$ cat config.mk
export PLATFORM = sky130hd
export DESIGN_NAME = led_pattern_ctrl
export DESIGN_NICKNAME = d
export VERILOG_FILES = /design/src/rtl/led_ctrl_pkg.sv /design/src/rtl/btn_debounce.sv /design/src/rtl/led_pattern_ctrl.sv
export SDC_FILE = /design/constraint.sdc
export NUM_CORES = 1
export LEC_CHECK = 0
export BUFFER_PORTS_ARGS = -buffer_cell sky130_fd_sc_hd__buf_2
export CAP_MARGIN = 40
export CORE_ASPECT_RATIO = 1.75
export CORE_MARGIN = 2
export CORE_UTILIZATION = 56
export CTS_CLUSTER_DIAMETER = 60
export CTS_CLUSTER_SIZE = 28
export DETAILED_ROUTE_END_ITERATION = 12
export PLACE_DENSITY_LB_ADDON = 0.3
export SLEW_MARGIN = 5
export SYNTH_ARGS = -nofsm -noshare
export SYNTH_HDL_FRONTEND = slang
export SYNTH_HIERARCHICAL = 1
export SYNTH_SLANG_ARGS = --single-unit
$ cat constraint.sdc
create_clock -name clk -period 2.15 [get_ports clk]
set_input_delay 0.215 -clock clk [delete_from_list [all_inputs] [get_ports clk]]
set_output_delay 0.215 -clock clk [all_outputs]
set_load 0.05 [all_outputs]
$ cat src/rtl/led_ctrl_pkg.sv
// ============================================================================
// Module   : led_ctrl_pkg
// Brief    : Mode encodings, LED pattern constants and mode-step helpers
// Revision : 1.0
// ============================================================================
`default_nettype none

package led_ctrl_pkg;

    localparam int MODE_W = 3;

    localparam logic [MODE_W-1:0] MODE_OFF   = 3'd0;
    localparam logic [MODE_W-1:0] MODE_SLOW  = 3'd1;
    localparam logic [MODE_W-1:0] MODE_FAST  = 3'd2;
    localparam logic [MODE_W-1:0] MODE_CHASE = 3'd3;
    localparam logic [MODE_W-1:0] MODE_ON    = 3'd4;

    localparam logic [3:0] LED_ALL_OFF = 4'b0000;
    localparam logic [3:0] LED_ALL_ON  = 4'b1111;
    localparam logic [3:0] CHASE_SEED  = 4'b0001;

    function automatic logic [MODE_W-1:0] next_mode(input logic [MODE_W-1:0] m);
        case (m)
            MODE_OFF:   next_mode = MODE_SLOW;
            MODE_SLOW:  next_mode = MODE_FAST;
            MODE_FAST:  next_mode = MODE_CHASE;
            MODE_CHASE: next_mode = MODE_ON;
            default:    next_mode = MODE_OFF;
        endcase
    endfunction

    function automatic logic [3:0] entry_led(input logic [MODE_W-1:0] m);
        case (m)
            MODE_SLOW,
            MODE_FAST,
            MODE_ON:    entry_led = LED_ALL_ON;
            MODE_CHASE: entry_led = CHASE_SEED;
            default:    entry_led = LED_ALL_OFF;
        endcase
    endfunction

endpackage

`default_nettype wire

$ cat src/rtl/btn_debounce.sv
// ============================================================================
// Module   : btn_debounce
// Brief    : 2-FF synchronizer, stable-level debouncer and press edge detector
// Revision : 1.0
// ============================================================================
`default_nettype none

module btn_debounce #(
    parameter int DB_CYCLES = 500000
) (
    input  logic clk,
    input  logic rst,
    input  logic din,
    output logic level,
    output logic rise
);

    localparam int                 c_CNT_W    = $clog2(DB_CYCLES + 1);
    localparam logic [c_CNT_W-1:0] c_DB_LAST  = c_CNT_W'(DB_CYCLES - 1);
    localparam logic [c_CNT_W-1:0] c_ARM_DONE = c_CNT_W'(DB_CYCLES);

    logic               r_sync1;
    logic               r_sync2;
    logic               r_level;
    logic               r_prev;
    logic               r_rise;
    logic [c_CNT_W-1:0] r_cnt;
    logic               r_armed;
    logic [c_CNT_W-1:0] r_arm_cnt;

    always_ff @(posedge clk) begin
        if (rst) begin
            r_sync1   <= 1'b0;
            r_sync2   <= 1'b0;
            r_level   <= 1'b0;
            r_prev    <= 1'b0;
            r_rise    <= 1'b0;
            r_cnt     <= '0;
            r_armed   <= 1'b0;
            r_arm_cnt <= '0;
        end else begin
            r_sync1 <= din;
            r_sync2 <= r_sync1;

            if (r_sync2 != r_level) begin
                if (r_cnt == c_DB_LAST) begin
                    r_level <= r_sync2;
                    r_cnt   <= '0;
                end else begin
                    r_cnt <= r_cnt + c_CNT_W'(1);
                end
            end else begin
                r_cnt <= '0;
            end

            r_prev <= r_level;
            r_rise <= r_level & ~r_prev & r_armed;

            // A button held through reset must be seen released before any
            // press counts, otherwise the post-reset 0->1 would step the mode.
            if (!r_armed) begin
                if (!r_sync1 && !r_sync2) begin
                    if (r_arm_cnt == c_ARM_DONE) begin
                        r_armed <= 1'b1;
                    end else begin
                        r_arm_cnt <= r_arm_cnt + c_CNT_W'(1);
                    end
                end else begin
                    r_arm_cnt <= '0;
                end
            end
        end
    end

    assign level = r_level;
    assign rise  = r_rise;

endmodule

`default_nettype wire

$ cat src/rtl/led_pattern_ctrl.sv
// ============================================================================
// Module   : led_pattern_ctrl
// Brief    : Push-button mode sequencer with blink time base and LED patterns
// Revision : 1.0
// ============================================================================
`default_nettype none

module led_pattern_ctrl
    import led_ctrl_pkg::*;
#(
    parameter int CLK_F       = 25000000,
    parameter int SLOW_CYCLES = CLK_F / 2,
    parameter int FAST_CYCLES = CLK_F / 10,
    parameter int DB_CYCLES   = CLK_F / 50
) (
    input  logic              clk,
    input  logic              rst,
    input  logic              button,
    output logic [3:0]        led,
    output logic [MODE_W-1:0] mode,
    output logic              tick
);

    localparam int                  c_TCNT_W    = $clog2(SLOW_CYCLES + 1);
    localparam logic [c_TCNT_W-1:0] c_SLOW_LAST = c_TCNT_W'(SLOW_CYCLES - 1);
    localparam logic [c_TCNT_W-1:0] c_FAST_LAST = c_TCNT_W'(FAST_CYCLES - 1);

    logic [MODE_W-1:0]   r_mode;
    logic [3:0]          r_led;
    logic [c_TCNT_W-1:0] r_cnt;

    logic                w_press;
    logic                w_unused_level;
    logic                w_counting;
    logic                w_illegal;
    logic                w_tick;
    logic [c_TCNT_W-1:0] w_last;
    logic [MODE_W-1:0]   w_next_mode;

    btn_debounce #(
        .DB_CYCLES (DB_CYCLES)
    ) u_db (
        .clk   (clk),
        .rst   (rst),
        .din   (button),
        .level (w_unused_level),
        .rise  (w_press)
    );

    assign w_counting  = (r_mode == MODE_SLOW) || (r_mode == MODE_FAST) ||
                         (r_mode == MODE_CHASE);
    assign w_illegal   = (r_mode > MODE_ON);
    assign w_last      = (r_mode == MODE_SLOW) ? c_SLOW_LAST : c_FAST_LAST;
    assign w_tick      = w_counting && (r_cnt == w_last);
    assign w_next_mode = next_mode(r_mode);

    // Priority: illegal recovery, then press (discards a coincident tick), then tick.
    always_ff @(posedge clk) begin
        if (rst) begin
            r_mode <= MODE_OFF;
            r_led  <= LED_ALL_OFF;
            r_cnt  <= '0;
        end else if (w_illegal) begin
            r_mode <= MODE_OFF;
            r_led  <= LED_ALL_OFF;
            r_cnt  <= '0;
        end else if (w_press) begin
            r_mode <= w_next_mode;
            r_led  <= entry_led(w_next_mode);
            r_cnt  <= '0;
        end else if (w_tick) begin
            r_cnt <= '0;
            if (r_mode == MODE_CHASE) begin
                r_led <= {r_led[2:0], r_led[3]};
            end else begin
                r_led <= ~r_led;
            end
        end else if (w_counting) begin
            r_cnt <= r_cnt + c_TCNT_W'(1);
        end else begin
            r_cnt <= '0;
        end
    end

    assign mode = r_mode;
    assign led  = r_led;
    assign tick = w_tick;

endmodule

`default_nettype wire

==> metrics.cfg <==
[placed_design]
dp_hpwl_um=5710
port_buffers=10
dp.cells=529
place.gp.congestion=0.811

[power]
switchingPower_uw=600
intPower_uw=2260
combPwrFrac_pct=2.5
power_leakage_uw=0.00145
power_density_mw_per_mm2=672
p_total_uw=2860
seqPwrFrac_pct=49.0
swShare_pct=21.0
clkPwrFrac_pct=48.5
ir_drop_uv=656

[route]
routed_via_density=5.87
drt-initial-drc-count=191
vias=3201
wire_per_inst_um=15.0
drc=0
ant_nets=0
drt-total-wl_um=8160
firstDrtPassIters=4

[floorplanning]
io_pins=11
start_util_pct=57.4
die_h_um=112
num_rows=39
placeableCoreArea_mm2=0.00649
die-area_mm2=0.00735
die_w_um=65.7

[setup_path]
cp-start-kind=register
crit_path_max_incr_delay_ns=0.51
cp_top_family=simple AND/OR/NAND/NOR gates
path_class=reg2out
required_ns=1.93
cp_max_fo=2
critPathBufInv=2
crit_path_top_delay_cell=or4_4
worstPathCellList=or4_4 > a2111o_1 > buf_6 > a21oi_2 > buf_6
arrival_ns=1.91
cp_common_cell=buf_6
endpoint_kind=primary output

[clocking]
clk_pin_slew_ns=0.05
htree_levels=3
cts_tree=yes
clock_latency_ns=0.33
cts_hold_buf=0
clockRootBuffer=clkbuf_16
cts_buffers=9
cts_setup_buffers=0
clockBufferDepth=2
numClockSinks=75

[logic_synthesis]
syn_inst=432
ys_warn_count=6
synth_edf_count=0
ys_types=61
synthArstFlopShare_pct=0
synthFlopType=dfxtp_1
synth_area_mm2=0.00373
ys_seq_area_share_pct=40.3
syn-num-nets=439
syn_area_per_cell_um2=8.63
ys_seq_elements=75

[cells_and_area]
fin_cells=545
area_growth_pct=14.3
antennaDiodeCount=0
nNetsFinal=465
final_cell_mix=nor2_1 (72), dfxtp_1 (72), nand2_1 (29)
n_fill_cell=547
drive_gt1_share_pct=14.3

[timing]
maxSlewViolCount=0
fin_crit_sh_pct=98.8
max_slew.worst_pin.slew_ns=0.535
max_freq_ghz=0.471
setup_viol=0
layout_min_cycle_time_ns=2.12
rsz0062_at_grt=true
finalHoldViolCount=0
skew_ns=0.00483
slew_headroom_pct=64.3

[status]
status=completed

[hold_path]
hp-class=in2reg

[grt]
grt_max_degree=26
grt_pass1_vias=3148
grt_usage_pct=24.1
grt_pass1_wl_um=14000
antenna_found_initial=0
grt_overflow_total=0

[flow_run]
max_cap_violations=0

==> cells in the mapped netlist (all sizes together), types with 2 or more instances <==
cell	instances	area share, %
dfxtp	75	40
nor2	73	7.4
nand2	29	2.9
nand3	28	3.8
xnor2	24	5.6
nor3	20	2.7
xor2	18	4.2
and3	15	2.6
a21oi	13	1.9
inv	12	1.2
nand4	12	2.0
nor4	10	1.8
buf	9	2.2
and4	8	2.0
o21ai	7	0.94
clkbuf	6	0.87
nor2b	6	1.0
nor4b	6	1.8
nand4b	5	1.2
a31oi	4	0.67
ha	4	1.3
nand3b	4	0.81
nor3b	4	1.1
a211o	3	0.71
a22o	3	0.74
a32o	3	0.81
mux2i	3	0.81
or3	3	0.50
a211oi	2	0.74
a221o	2	0.54
and4b	2	0.54
mux2	2	0.60
o32ai	2	0.47
o41ai	2	0.47
or2	2	0.34
==> power by group through the flow <==
stage / Sequential [µW] / Combinational, µW / Clock, µW
2_1_floorplan: 1430 / 55.9 / 0
3_3_place_gp: 1430 / 69.8 / 0
3_5_place_dp: 1430 / 71.5 / 0
4_1_cts: 1400 / 71.9 / 1420
5_1_grt: 1400 / 81.1 / 1470
6_report: 1400 / 72.2 / 1390
==> registers in the layout (all words and copies together) (netlist names) <==
signal and flops:
r_cnt 24, u_db/r_arm_cnt 19, u_db/r_cnt 19, led 4, mode 3, u_db/level 1
u_db/r_armed 1, u_db/r_prev 1, u_db/r_sync1 1, u_db/r_sync2 1, u_db/rise 1
==> logic make-up after synthesis <==
| kind of cell | after synthesis | share of synthesized area [%] |
|---|---|---|
| buffers and inverters | 27 | 4.26 |
| DFF | 75 | 40.3 |
| xor gates and xnor gates | 42 | 9.87 |
| AOI/OAI and AO/OA | 48 | 9.53 |
| adders and majority gates | 4 | 1.34 |
| muxes | 5 | 1.41 |
| and+or+nand+nor | 231 | 33.3 |
==> final cells by class <==
cell class              count  area, µm²  share of cell area, %
clock buffers              12        256                   6.02
clock inverters             4       25.0                  0.587
inverters                  12       45.0                   1.06
multi-input cells         330       2090                   49.1
flip-flops and latches     75       1510                   35.3
well taps                  82        103                   2.41
repair buffers             30        235                   5.52
==> final timing paths <==
| check | startpoint | end | slack (ns) | cells past startpoint |
|---|---|---|---|---|
| worst max-delay path | r_cnt[20] | tick | 0.03 | 5 |
| worst min-delay path | button | u_db/r_sync1 | 0.11 | 2 |
| worst max register to register | r_cnt[20] | led[1] | 0.04 | 5 |
| worst min register to register | r_cnt[0] | r_cnt[0] | 0.45 | 1 |
==> metal layers <==
metal,track usage [%],up-vias,wire length [µm],part of all wire [%]
li1,-,1597,-,-
met1,26.0,1521,3320,41
met2,42.0,64,4390,54
met3,4.14,19,173,2.1
met4,15.1,0,279,3.4
met5,0,-,0,0
==> per-stage QoR <==
stage	utilization, %	area (µm²)	setup TNS (ns)	hold slack [ns]	setup slack [ns]
floorplan	-	3730	0	0.284	0.0174
global placement	60.8	3950	-0.0206	0.421	-0.0175
detailed placement	60.8	3950	-0.0496	0.437	-0.0327
CTS	65.3	4240	0	0.101	0.00664
global route	65.6	4260	-0.125	0.114	-0.0533
finish	65.6	4260	0	0.107	0.0264
==> repair_timing <==
action	in CTS	in global routing
endpoints found under the setup margin	5	5
pin swaps	2	1
gates resized for setup	2	6
gates cloned	0	0
==> worst reg2reg max path: cells and delay by family, from the launching register on <==
kind             cells  cell delay [ns]
AND/OR/NAND/NOR      2             0.69
AO/OA/AOI/OAI        2             0.69
multiplexers         1             0.34
flip-flops           1             0.32
Note: power is estimated with default switching activity, not from simulation.
